[config.mk]
export PLATFORM = sky130hd
export DESIGN_NAME = cent_vga_scan
export DESIGN_NICKNAME = d
export VERILOG_FILES = /design/src/rtl/cent_vga_scan.sv
export SDC_FILE = /design/constraint.sdc
export NUM_CORES = 1
export LEC_CHECK = 0
export BUFFER_PORTS_ARGS = -buffer_cell sky130_fd_sc_hd__buf_4
export CAP_MARGIN = 20
export CORE_MARGIN = 2
export CORE_UTILIZATION = 54
export CTS_BUF_LIST = sky130_fd_sc_hd__clkbuf_8
export DETAILED_ROUTE_END_ITERATION = 8
export MAX_ROUTING_LAYER = met4
export PLACE_DENSITY = 0.86
export SETUP_SLACK_MARGIN = 0.3
export SLEW_MARGIN = 20
export SYNTH_ARGS = -nofsm -noshare
export SYNTH_HDL_FRONTEND = slang
export SYNTH_SLANG_ARGS = --single-unit
[constraint.sdc]
create_clock -name clk_vga -period 2.13 [get_ports clk_vga]
set_clock_uncertainty 0.05 [all_clocks]
set_input_delay 0.213 -clock clk_vga [delete_from_list [all_inputs] [get_ports clk_vga]]
set_output_delay 0.213 -clock clk_vga [all_outputs]
set_load 0.02 [all_outputs]
[src/rtl/cent_vga_scan.sv]
// VGA raster generator with a 2x-upscaled game window fetched from a 1-cycle pixel source.
// Three registered stages keep sync and colour aligned at the pins.
module cent_vga_scan #(
  parameter int         H_ACTIVE   = 640,
  parameter int         H_FP       = 16,
  parameter int         H_SYNC     = 96,
  parameter int         H_BP       = 48,
  parameter int         V_ACTIVE   = 480,
  parameter int         V_FP       = 10,
  parameter int         V_SYNC     = 2,
  parameter int         V_BP       = 33,
  parameter int         WIN_X0     = 64,
  parameter int         WIN_Y0     = 0,
  parameter int         WIN_W      = 256,
  parameter int         WIN_H      = 240,
  parameter logic [2:0] BORDER_RGB = 3'b000
) (
  input  logic       clk_vga,
  input  logic       reset,
  output logic [9:0] hcount,
  output logic [9:0] vcount,
  output logic       frame_start,
  output logic       pix_req,
  output logic [7:0] pix_x,
  output logic [7:0] pix_y,
  input  logic [2:0] pix_rgb,
  output logic       vga_hsync,
  output logic       vga_vsync,
  output logic       vga_r,
  output logic       vga_g,
  output logic       vga_b
);

  localparam int H_TOTAL  = H_ACTIVE + H_FP + H_SYNC + H_BP;
  localparam int V_TOTAL  = V_ACTIVE + V_FP + V_SYNC + V_BP;
  localparam int HS_START = H_ACTIVE + H_FP;
  localparam int HS_END   = HS_START + H_SYNC;
  localparam int VS_START = V_ACTIVE + V_FP;
  localparam int VS_END   = VS_START + V_SYNC;
  localparam int WIN_X1   = WIN_X0 + 2 * WIN_W;
  localparam int WIN_Y1   = WIN_Y0 + 2 * WIN_H;

  // raster counters
  logic [9:0] hcount_reg, vcount_reg;

  // stage 1: request to the pixel source plus control flags
  logic       frame_start_reg;
  logic       pix_req_reg;
  logic [7:0] pix_x_reg, pix_y_reg;
  logic       active_s1_reg, hs_s1_reg, vs_s1_reg;

  // stage 2: flags aligned with the returning pix_rgb
  logic       active_s2_reg, in_win_s2_reg, hs_s2_reg, vs_s2_reg;

  // stage 3: pin registers
  logic       hsync_reg, vsync_reg;
  logic [2:0] rgb_reg;

  int         h_int, v_int;
  logic       h_last, v_last;
  logic       req_next, active_next, hs_next, vs_next, fs_next;
  logic [7:0] pix_x_next, pix_y_next;
  logic [2:0] rgb_next;

  always_comb begin
    h_int       = int'({22'd0, hcount_reg});
    v_int       = int'({22'd0, vcount_reg});
    h_last      = (h_int == H_TOTAL - 1);
    v_last      = (v_int == V_TOTAL - 1);
    req_next    = (h_int >= WIN_X0) && (h_int < WIN_X1) &&
                  (v_int >= WIN_Y0) && (v_int < WIN_Y1);
    active_next = (h_int < H_ACTIVE) && (v_int < V_ACTIVE);
    hs_next     = (h_int >= HS_START) && (h_int < HS_END);
    vs_next     = (v_int >= VS_START) && (v_int < VS_END);
    fs_next     = (h_int == 0) && (v_int == 0);
    pix_x_next  = 8'd0;
    pix_y_next  = 8'd0;
    // Each game pixel spans two columns and two lines; drop the LSB of the window offset.
    if (req_next) begin
      pix_x_next = 8'((h_int - WIN_X0) >> 1);
      pix_y_next = 8'((v_int - WIN_Y0) >> 1);
    end
  end

  always_ff @(posedge clk_vga) begin
    if (reset) begin
      hcount_reg <= '0;
      vcount_reg <= '0;
    end else begin
      hcount_reg <= h_last ? 10'd0 : hcount_reg + 10'd1;
      if (h_last) begin
        vcount_reg <= v_last ? 10'd0 : vcount_reg + 10'd1;
      end
    end
  end

  always_ff @(posedge clk_vga) begin
    if (reset) begin
      frame_start_reg <= 1'b0;
      pix_req_reg     <= 1'b0;
      pix_x_reg       <= '0;
      pix_y_reg       <= '0;
      active_s1_reg   <= 1'b0;
      hs_s1_reg       <= 1'b0;
      vs_s1_reg       <= 1'b0;
      active_s2_reg   <= 1'b0;
      in_win_s2_reg   <= 1'b0;
      hs_s2_reg       <= 1'b0;
      vs_s2_reg       <= 1'b0;
    end else begin
      frame_start_reg <= fs_next;
      pix_req_reg     <= req_next;
      pix_x_reg       <= pix_x_next;
      pix_y_reg       <= pix_y_next;
      active_s1_reg   <= active_next;
      hs_s1_reg       <= hs_next;
      vs_s1_reg       <= vs_next;
      active_s2_reg   <= active_s1_reg;
      in_win_s2_reg   <= pix_req_reg;
      hs_s2_reg       <= hs_s1_reg;
      vs_s2_reg       <= vs_s1_reg;
    end
  end

  // Blanking wins over the window so an overrunning window never lights the porches.
  for (genvar gi = 0; gi < 3; gi++) begin : g_rgb
    assign rgb_next[gi] = active_s2_reg & (in_win_s2_reg ? pix_rgb[gi] : BORDER_RGB[gi]);
  end

  always_ff @(posedge clk_vga) begin
    if (reset) begin
      hsync_reg <= 1'b1;
      vsync_reg <= 1'b1;
      rgb_reg   <= 3'b000;
    end else begin
      hsync_reg <= ~hs_s2_reg;
      vsync_reg <= ~vs_s2_reg;
      rgb_reg   <= rgb_next;
    end
  end

  assign hcount      = hcount_reg;
  assign vcount      = vcount_reg;
  assign frame_start = frame_start_reg;
  assign pix_req     = pix_req_reg;
  assign pix_x       = pix_x_reg;
  assign pix_y       = pix_y_reg;
  assign vga_hsync   = hsync_reg;
  assign vga_vsync   = vsync_reg;
  assign vga_r       = rgb_reg[2];
  assign vga_g       = rgb_reg[1];
  assign vga_b       = rgb_reg[0];

endmodule
==> results of run 1 <==
==> critical path, cell delays in order, from the launching register on <==
cell     delay [ns]
dfxtp_4        0.38
ha_4           0.16
nand4_4        0.12
or4_4          0.57
or3_1          0.32
a21oi_1        0.14
==> report_power, final <==
group / switching [mW] / leakage (nW) / internal (mW) / total [mW]
sequential: 0.0102 / 0.409 / 0.941 / 0.951
combinational: 0.0393 / 0.636 / 0.0332 / 0.0725
clock: 0.323 / 0.0502 / 0.243 / 0.566
total: 0.372 / 1.10 / 1.22 / 1.59
==> metrics by stage <==
stage | cells | worst slack [ns] | instance area, µm² | hold WS, ns | power [mW]
2_1_floorplan | 203 | 0.3172 | 1996 | 0.2847 | 1.011
3_3_place_gp | 291 | 0.3337 | 2389 | 0.3069 | 1.035
3_5_place_dp | 291 | 0.2675 | 2389 | 0.3131 | 1.038
4_1_cts | 305 | 0.3031 | 2541 | 0.05589 | 1.594
5_1_grt | 311 | 0.2715 | 2592 | 0.05782 | 1.645
6_report | 311 | 0.3260 | 2592 | 0.05625 | 1.589
==> metal layers <==
layer  up-vias  track usage  part of all wire
li1        790            -                 -
met1       769       0.2782              0.41
met2        72       0.3424              0.48
met3        17      0.04577             0.069
met4         0      0.08152             0.042
met5         -            -                 0
==> cells in the mapped netlist, drive strengths merged <==
library cell and n:
a311oi 1, o21ai 4, nor2b 6, or4 1
o21bai 1, nand3 13, xor2 5, nor2 24
or3 2, and3 2, buf 5, clkbuf 5
dfxtp 50, a21oi 4, nand2b 5, and2 17
and4b 1, and4 1, nand2 12, inv 8
ha 8, nand4b 2, a21boi 1, nor3 5
nor4 5, a211oi 1, nand4 4, xnor2 10
==> what timing repair did <==
item / CTS / global route
resized for setup: 4 / 1
hold buffers: 0 / 0
buffers inserted: 6 / 6
pin swaps: 2 / 4
setup endpoints to repair: 2 / 4
==> cells by family after synthesis <==
family / after synthesis / synth area share
AO/OA/AOI/OAI: 12 / 0.03923
adder cells (fa/ha/maj): 8 / 0.05145
AND/OR/NAND/NOR: 100 / 0.2887
flip-flops: 50 / 0.5145
XOR/XNOR: 15 / 0.06752
buffers and inverters: 18 / 0.03858
==> layout make-up <==
type | count | area, µm²
Fill cell | 229 | 797.0
Clock inverter | 3 | 28.78
Timing Repair Buffer | 64 | 480.5
Clock buffer | 5 | 68.82
Tap cell | 46 | 57.56
Sequential cell | 50 | 1021
Inverter | 8 | 35.03
Multi-Input combinational cell | 135 | 900.9
==> worst paths after layout <==
| check | slack, ns | depth (start not counted) | from | to |
|---|---|---|---|---|
| max | 0.33 | 5 | hcount[1]$_SDFF_PP0_ | vcount[7]$_SDFFE_PP0N_ |
| min | 0.06 | 2 | pix_rgb[0] | rgb_reg[0]$_SDFF_PP0_ |
| max reg2reg | 0.33 | 5 | hcount[1]$_SDFF_PP0_ | vcount[7]$_SDFFE_PP0N_ |
| min reg2reg | 0.33 | 1 | hs_s2_reg$_SDFF_PP0_ | vga_hsync$_SDFF_PP1_ |
==> impl_metrics.json, run 1 <==
{
  "outcome": "finished clean",
  "die_x_um": 64.03,
  "syn_inst": 203,
  "critPathKind": "register to register",
  "yosysTopAreaCellShare": 0.5145,
  "cts_tree": "built",
  "cts_root_buffer": "clkbuf_8",
  "placeableCoreArea_mm2": 0.003390,
  "drc": 0,
  "startpoint_type": "register",
  "rows": 21,
  "hold_violations": 0,
  "ant_nets": 0,
  "layout_common_cells": "buf_4 (64), dfxtp_1 (42), nor2_1 (24), and2_1 (16), nand3_1 (13)",
  "grt_pass1_vias": 1449,
  "fin_crit_ns": 1.804,
  "first_pass_iters": 4,
  "cts_made_buffers": 5,
  "rsz0062_at_grt": "true",
  "ios": 48,
  "antenna_found_initial": 0,
  "clkTransAtPathRegs_ns": 0.09,
  "crit_required_ns": 2.32,
  "clock_sinks": 50,
  "max_freq_mhz": 554.3,
  "worst_pin_slew_ns": 0.3920,
  "grt_pass1_wl_mm": 6.762,
  "cp_max_fo": 4,
  "antenna_cells": 0,
  "drive_above_1_share": 0.3434,
  "vias": 1648,
  "gp_congestion": 0.8193,
  "grt_max_degree": 19,
  "wire_per_inst_um": 14.01,
  "vias_per_cell": 5.299,
  "synth-seq-area-share": 0.5145,
  "nets": 277,
  "power_density_mw_per_mm2": 613.0,
  "max_slew_margin": 0.7363,
  "grt-ovfl-total": 0,
  "syn_nets": 216,
  "initial_core_util": 0.5740,
  "max_cap_viol_count": 0,
  "synth_area_leaders": "dfxtp_1 (51%), and2_1 (5.1%), ha_1 (5.1%), nor2_1 (4.6%), xnor2_1 (4.5%)",
  "clockBufferDepth": 2,
  "synthToLayoutAreaGrowth_pct": 33.25,
  "drt_iter0_markers": 74,
  "die_h_um": 64.03,
  "max-vdd-ir-drop_uv": 326.3,
  "die_area_mm2": 0.004099,
  "clock_latency_ns": 0.30,
  "utilization": 0.7649,
  "crit_path_end_kind": "register",
  "ys_types": 32,
  "layout_worst_path_cycle_share": 0.8469,
  "place.port_buffers": 47,
  "setup_tns_ns": 0,
  "synth-seq-cells": 50,
  "hold_path.class": "primary input to register",
  "wirelength_mm": 4.356,
  "dpl.hpwl_mm": 2.922,
  "setup_viol_count_final": 0,
  "final_common_cell": "buf_4",
  "yosys.area.top_type": "dfxtp_1",
  "finalMaxSlewViolations": 0,
  "h-tree-depth": 2,
  "crit_arrival_ns": 2.00,
  "netlist_area_mm2": 0.001946,
  "leakagePower_nw": 1.095,
  "avgSynthCellArea_um2": 9.584,
  "grtUsageTotal": 0.2184,
  "yosys_warnings": 0
}
(Power assumes the default switching activity.)
==> run 2: changes to the inputs <==
==> constraint.sdc (replaced) <==
create_clock -name clk_vga -period 1.88 [get_ports clk_vga]
set_clock_uncertainty 0.05 [all_clocks]
set_input_delay 0.188 -clock clk_vga [delete_from_list [all_inputs] [get_ports clk_vga]]
set_output_delay 0.188 -clock clk_vga [all_outputs]
set_load 0.02 [all_outputs]
==> run 2 against run 1 <==
Largest cell class unchanged. Global-route usage is 0.74 points higher. Register-to-register slack worse by 0.23 ns. Total power is 13% higher. Core utilization is 2.7 points higher. Cell count is 1.3% higher. Critical path depth is 1 lower. First-iteration DRC count is 5.4% higher. Via count is 1.9% higher. Critical path type unchanged. Cell area is 3.5% higher. Non-clock buffer count is 3 higher. Critical endpoint is now vcount[9]$_SDFFE_PP0N_. Count of clock-buffer cells in the layout stayed put. Sequential power is 14% higher.
==> impl_metrics.json, run 2 (synthesis gave the netlist of run 1 again) <==
{
  "cp_top_family": "simple AND/OR/NAND/NOR gates",
  "clock_latency_ns": 0.31,
  "die_x_um": 64.03,
  "cts_root_buffer": "clkbuf_8",
  "die_h_um": 64.03,
  "r2r_setup_slack_ns": 0.09,
  "grt_max_degree": 18,
  "first_pass_iters": 4,
  "switching_power_uw": 418.1,
  "min_to": "rgb_reg[2]$_SDFF_PP0_",
  "die_area_mm2": 0.004099,
  "drc": 0,
  "critPathKind": "register to register",
  "wire_per_inst_um": 15.27,
  "hold_buffers": 0,
  "worst_pin_slew_ns": 0.4981,
  "cts_made_buffers": 5,
  "fin_crit_ns": 1.789,
  "layout_common_cells": "buf_4 (67), dfxtp_1 (40), nor2_1 (24), and2_1 (16), nand3_1 (12)",
  "grt_pass1_wl_mm": 7.010,
  "clkTransAtPathRegs_ns": 0.09,
  "finalPower_mw": 1.792,
  "ios": 48,
  "gp_congestion": 0.8449,
  "cts_tree": "built",
  "power_frac_comb": 0.048,
  "startpoint_type": "register",
  "rr_worst_depth": 4,
  "grt_pass1_vias": 1516,
  "synthToLayoutAreaGrowth_pct": 37.94,
  "grt-ovfl-total": 0,
  "rows": 21,
  "fillCellCount": 211,
  "worst_slack_ns": 0.09133,
  "vias_per_cell": 5.330,
  "worst_r2r_startpoint": "vcount[4]$_SDFFE_PP0N_",
  "max_freq_mhz": 559.1,
  "layout_worst_path_cycle_share": 0.9514,
  "final_common_cell": "buf_4",
  "hold_path.class": "primary input to register",
  "drt_iter0_markers": 78,
  "max-vdd-ir-drop_uv": 614.3,
  "cp_max_fo": 7,
  "drive_above_1_share": 0.3903,
  "antenna_found_initial": 0,
  "setup_tns_ns": 0,
  "max_stage_delay_ns": 0.50,
  "clockBufferDepth": 2,
  "hold_depth": 2,
  "placeableCoreArea_mm2": 0.003390,
  "finalMaxSlewViolations": 0,
  "p_sw_frac": 0.2333,
  "dpl.hpwl_mm": 2.753,
  "place_ws_ns": 0.04142,
  "hold_violations": 0,
  "crit_arrival_ns": 1.98,
  "max_slew_margin": 0.6649,
  "clockPowerShare": 0.350,
  "place.port_buffers": 47,
  "crit_required_ns": 2.07,
  "ant_nets": 0,
  "rsz0062_at_grt": "true",
  "crit_path_end_kind": "register",
  "outcome": "finished clean",
  "h-tree-depth": 2,
  "seqPwrFrac": 0.601,
  "hp-start": "pix_rgb[2]",
  "antenna_cells": 0,
  "nets": 281,
  "crit_buf_inv": 0,
  "vias": 1679,
  "leakagePower_nw": 1.200,
  "grtUsageTotal": 0.2258,
  "clock_sinks": 50,
  "setup_viol_count_final": 0,
  "initial_core_util": 0.5740,
  "internal_power_mw": 1.374,
  "crit_slowest_cell": "dfxtp_1",
  "power_density_mw_per_mm2": 667.6,
  "timing.rr.end": "vcount[9]$_SDFFE_PP0N_",
  "max_cap_viol_count": 0,
  "wirelength_mm": 4.809,
  "crit_chain": "nand3_1, or4_4, or3_1, a21oi_1"
}
-- run 2: power groups by stage --
stage / clock network [mW] / registers [mW] / logic (mW)
after CTS: 0.636 / 1.08 / 0.0782
after floorplan: 0 / 1.11 / 0.0343
final: 0.628 / 1.08 / 0.0867
after detailed placement: 0 / 1.10 / 0.0659
after global placement: 0 / 1.10 / 0.0654
after global routing: 0.684 / 1.08 / 0.0954
-- run 2: worst max path at each step --
stage | startpoint | endpoint | slack [ns] | cells past startpoint
after floorplan | hcount[1]$_SDFF_PP0_ | vcount[9]$_SDFFE_PP0N_ | 0.08 | 5
after global placement | hcount[1]$_SDFF_PP0_ | vcount[7]$_SDFFE_PP0N_ | 0.1 | 5
after detailed placement | hcount[1]$_SDFF_PP0_ | vcount[7]$_SDFFE_PP0N_ | 0.04 | 5
after CTS | hcount[0]$_SDFF_PP0_ | vcount[7]$_SDFFE_PP0N_ | 0.16 | 5
after global routing | vcount[4]$_SDFFE_PP0N_ | vcount[9]$_SDFFE_PP0N_ | -0.007 | 5
final | vcount[4]$_SDFFE_PP0N_ | vcount[9]$_SDFFE_PP0N_ | 0.09 | 4
-- run 2: layout make-up --
class	count	area [µm²]	share of cell area
Inverter	8	32.53	0.01212
Timing Repair Buffer	67	503.0	0.1874
Sequential cell	50	1021	0.3804
Clock inverter	3	23.77	0.008858
Clock buffer	5	68.82	0.02564
Multi-Input combinational cell	136	977.2	0.3641
Tap cell	46	57.56	0.02145
-- run 2: repair_timing --
action,in CTS,in global routing
setup endpoints to repair,24,35
pin swaps,7,3
gates cloned,0,1
gates resized for setup,2,12
setup buffers,10,3
-- run 2: stage by stage --
stage          area [µm²]    util  hold WS (ns)  cells
3_5_place_dp         2414  0.7121        0.3163    293
5_1_grt              2684  0.7918       0.01977    315
2_1_floorplan        2006       -        0.2597    203
6_report             2684  0.7918       0.02579    315
3_3_place_gp         2414  0.7121        0.3076    293
4_1_cts              2595  0.7656       0.02587    311
-- run 2: routing by layer --
metal | GRT usage | wire length [µm] | vias up
li1 | - | - | 799
met1 | 0.2746 | 1859 | 764
met2 | 0.3398 | 2285 | 88
met3 | 0.06690 | 398 | 28
met4 | 0.1141 | 265 | 0
met5 | - | 0 | -
==> run 3: changes to the inputs <==
--- a/config.mk
+++ b/config.mk
@@ -8,11 +8,12 @@
 export BUFFER_PORTS_ARGS = -buffer_cell sky130_fd_sc_hd__buf_4
 export CAP_MARGIN = 20
 export CORE_MARGIN = 2
-export CORE_UTILIZATION = 54
+export CORE_UTILIZATION = 49
 export CTS_BUF_LIST = sky130_fd_sc_hd__clkbuf_8
 export DETAILED_ROUTE_END_ITERATION = 8
+export HOLD_SLACK_MARGIN = 0.12
 export MAX_ROUTING_LAYER = met4
-export PLACE_DENSITY = 0.86
+export PLACE_DENSITY = 0.82
 export SETUP_SLACK_MARGIN = 0.3
 export SLEW_MARGIN = 20
 export SYNTH_ARGS = -nofsm -noshare
==> constraint.sdc (replaced) <==
create_clock -name clk_vga -period 1.5 [get_ports clk_vga]
set_clock_uncertainty 0.05 [all_clocks]
set_input_delay 0.15 -clock clk_vga [delete_from_list [all_inputs] [get_ports clk_vga]]
set_output_delay 0.15 -clock clk_vga [all_outputs]
set_load 0.02 [all_outputs]
==> run 3 against run 2 <==
The flow now finishes with violations (setup timing). Wire length is 30% higher. Count of clock-buffer cells in the layout is 1 higher. Non-clock buffer count up 28. Register-to-register slack worse by 0.45 ns. Critical path type unchanged. Critical endpoint unchanged. Highest routed layer unchanged.
==> impl_metrics.json, run 3 (synthesis gave the netlist of run 1 again) <==
{
  "grtUsageMet1": 0.3102,
  "h-tree-depth": 2,
  "placeableCoreArea_mm2": 0.003744,
  "initial_core_util": 0.5197,
  "drive_above_1_share": 0.5488,
  "outcome": "finished with violations",
  "worst_slack_ns": -0.3588,
  "dpl.hpwl_mm": 3.246,
  "fin_crit_ns": 1.859,
  "layout.cells.non_filler": 345,
  "nets": 309,
  "critPathKind": "register to register",
  "internal_power_mw": 1.779,
  "switching_power_uw": 534.4,
  "grtUsageMet3": 0.05574,
  "final_common_cell": "buf_4",
  "grtUsageTotal": 0.2709,
  "hold_depth": 4,
  "seqPwrFrac": 0.580,
  "rsz0062_at_grt": "true",
  "hold_violations": 0,
  "max_slew_margin": 0.7440,
  "hold_path.class": "primary input to register",
  "antenna_found_initial": 0,
  "ios": 48,
  "clock_sinks": 50,
  "die_area_mm2": 0.004491,
  "crit_arrival_ns": 2.00,
  "synthToLayoutAreaGrowth_pct": 61.67,
  "clockBufferDepth": 2,
  "placedCellCount": 323,
  "worst_pin_slew_ns": 0.3811,
  "power_density_mw_per_mm2": 735.4,
  "grt_pass1_vias": 1798,
  "place_ws_ns": -0.2178,
  "vias": 1875,
  "place.port_buffers": 47,
  "max_freq_mhz": 538.0,
  "grt_pass1_wl_mm": 8.604,
  "rr_worst_depth": 5,
  "clkTransAtPathRegs_ns": 0.09,
  "cts_tree": "built",
  "cp_max_fo": 4,
  "die_h_um": 67.02,
  "final_cell_area_mm2": 0.003146,
  "vias_per_cell": 5.435,
  "leakagePower_nw": 1.326,
  "grt-ovfl-total": 0,
  "setup_viol_count_final": 36,
  "clockPowerShare": 0.352,
  "antenna_cells": 0,
  "clock_latency_ns": 0.31,
  "gp_congestion": 0.8510,
  "wire_per_inst_um": 18.16,
  "ant_nets": 0,
  "drt_iter0_markers": 141,
  "max-vdd-ir-drop_uv": 564.5,
  "cts_root_buffer": "clkbuf_8",
  "grt_max_degree": 16,
  "drc": 0,
  "max_cap_viol_count": 0,
  "violations": "setup timing",
  "wirelength_mm": 6.265,
  "power_frac_comb": 0.068,
  "post_dp_cell_area_mm2": 0.002648,
  "cts_made_buffers": 5,
  "crit_required_ns": 1.65,
  "p_sw_frac": 0.2310,
  "busiest_layer": "met2",
  "layout_common_cells": "buf_4 (74), dfxtp_1 (34), nor2_1 (20), buf_6 (15), nand2_1 (11)",
  "rows": 22,
  "crit_path_end_kind": "register",
  "die_x_um": 67.02,
  "layout_worst_path_cycle_share": 1.239,
  "startpoint_type": "register",
  "finalMaxSlewViolations": 0,
  "grt_use_met2": 0.4517,
  "first_pass_iters": 4
}
## run 3: cell types whose count changed in the layout (fill, tap and decap cells not counted), moves of 3 or more
cell           previous run  this run
buf_6                     0        15
and2_4                    0        10
and2_1                   16         7
buf_4                    67        74
dfxtp_1                  40        34
dlygate4sd3_1             0         5
dfxtp_4                   3         7
nor2_1                   24        20
a21oi_1                   4         1
a21oi_2                   0         3
ha_1                      6         3
nor4_2                    2         5
## run 3: metrics by stage
stage / setup TNS, ns / hold WS [ns] / power, mW / utilization
finish: -5.186 / 0.1679 / 2.313 / 0.8402
global route: -6.533 / 0.1567 / 2.387 / 0.8402
CTS: -2.415 / 0.1667 / 2.314 / 0.8031
detailed placement: -2.425 / 0.3118 / 1.490 / 0.7072
global placement: -1.523 / 0.3070 / 1.487 / 0.7072
floorplan: -2.212 / 0.2217 / 1.437 / -
## run 3: final timing paths
kind                              from                     end  slack (ns)
setup reg to reg  hcount[1]$_SDFF_PP0_  vcount[9]$_SDFFE_PP0N_       -0.36
hold reg to reg   hs_s2_reg$_SDFF_PP0_    vga_hsync$_SDFF_PP1_        0.34
hold / removal                   reset    hs_s1_reg$_SDFF_PP0_        0.17
setup / recovery  hcount[1]$_SDFF_PP0_  vcount[9]$_SDFFE_PP0N_       -0.36
## run 3: repair_timing
item,in CTS,in global routing
hold buffers,5,0
setup buffers,4,2
gates resized for setup,37,37
setup endpoints to repair,39,49
pin swaps,17,5
gates cloned,3,0
hold endpoints to repair,10,0
## run 3: power by group through the flow
stage	registers [mW]	logic, mW	clock network (mW)
6_report	1.34	0.158	0.814
5_1_grt	1.34	0.165	0.879
4_1_cts	1.35	0.145	0.823
3_5_place_dp	1.38	0.114	0
3_3_place_gp	1.38	0.111	0
2_1_floorplan	1.39	0.0474	0
## run 3: area by class of cell
class                           count  area, µm²
Sequential cell                    50       1039
Fill cell                         201      598.1
Tap cell                           48      60.06
Clock buffer                        6      82.58
Multi-Input combinational cell    136       1129
Clock inverter                      2      11.26
Timing Repair Buffer               95      789.5
Inverter                            8      35.03
## run 3: per-layer routing
layer | routed length [µm] | part of all wire
met3 | 437 | 0.070
met1 | 2457 | 0.39
met4 | 301 | 0.048
met5 | 0 | 0
met2 | 3069 | 0.49
## run 3: critical path, stage by stage, from the launching register on
cell and delay (ns):
dfxtp_4 0.38, ha_4 0.17, nand4_4 0.12, or4_4 0.58, o21ai_0 0.34, a21oi_2 0.11
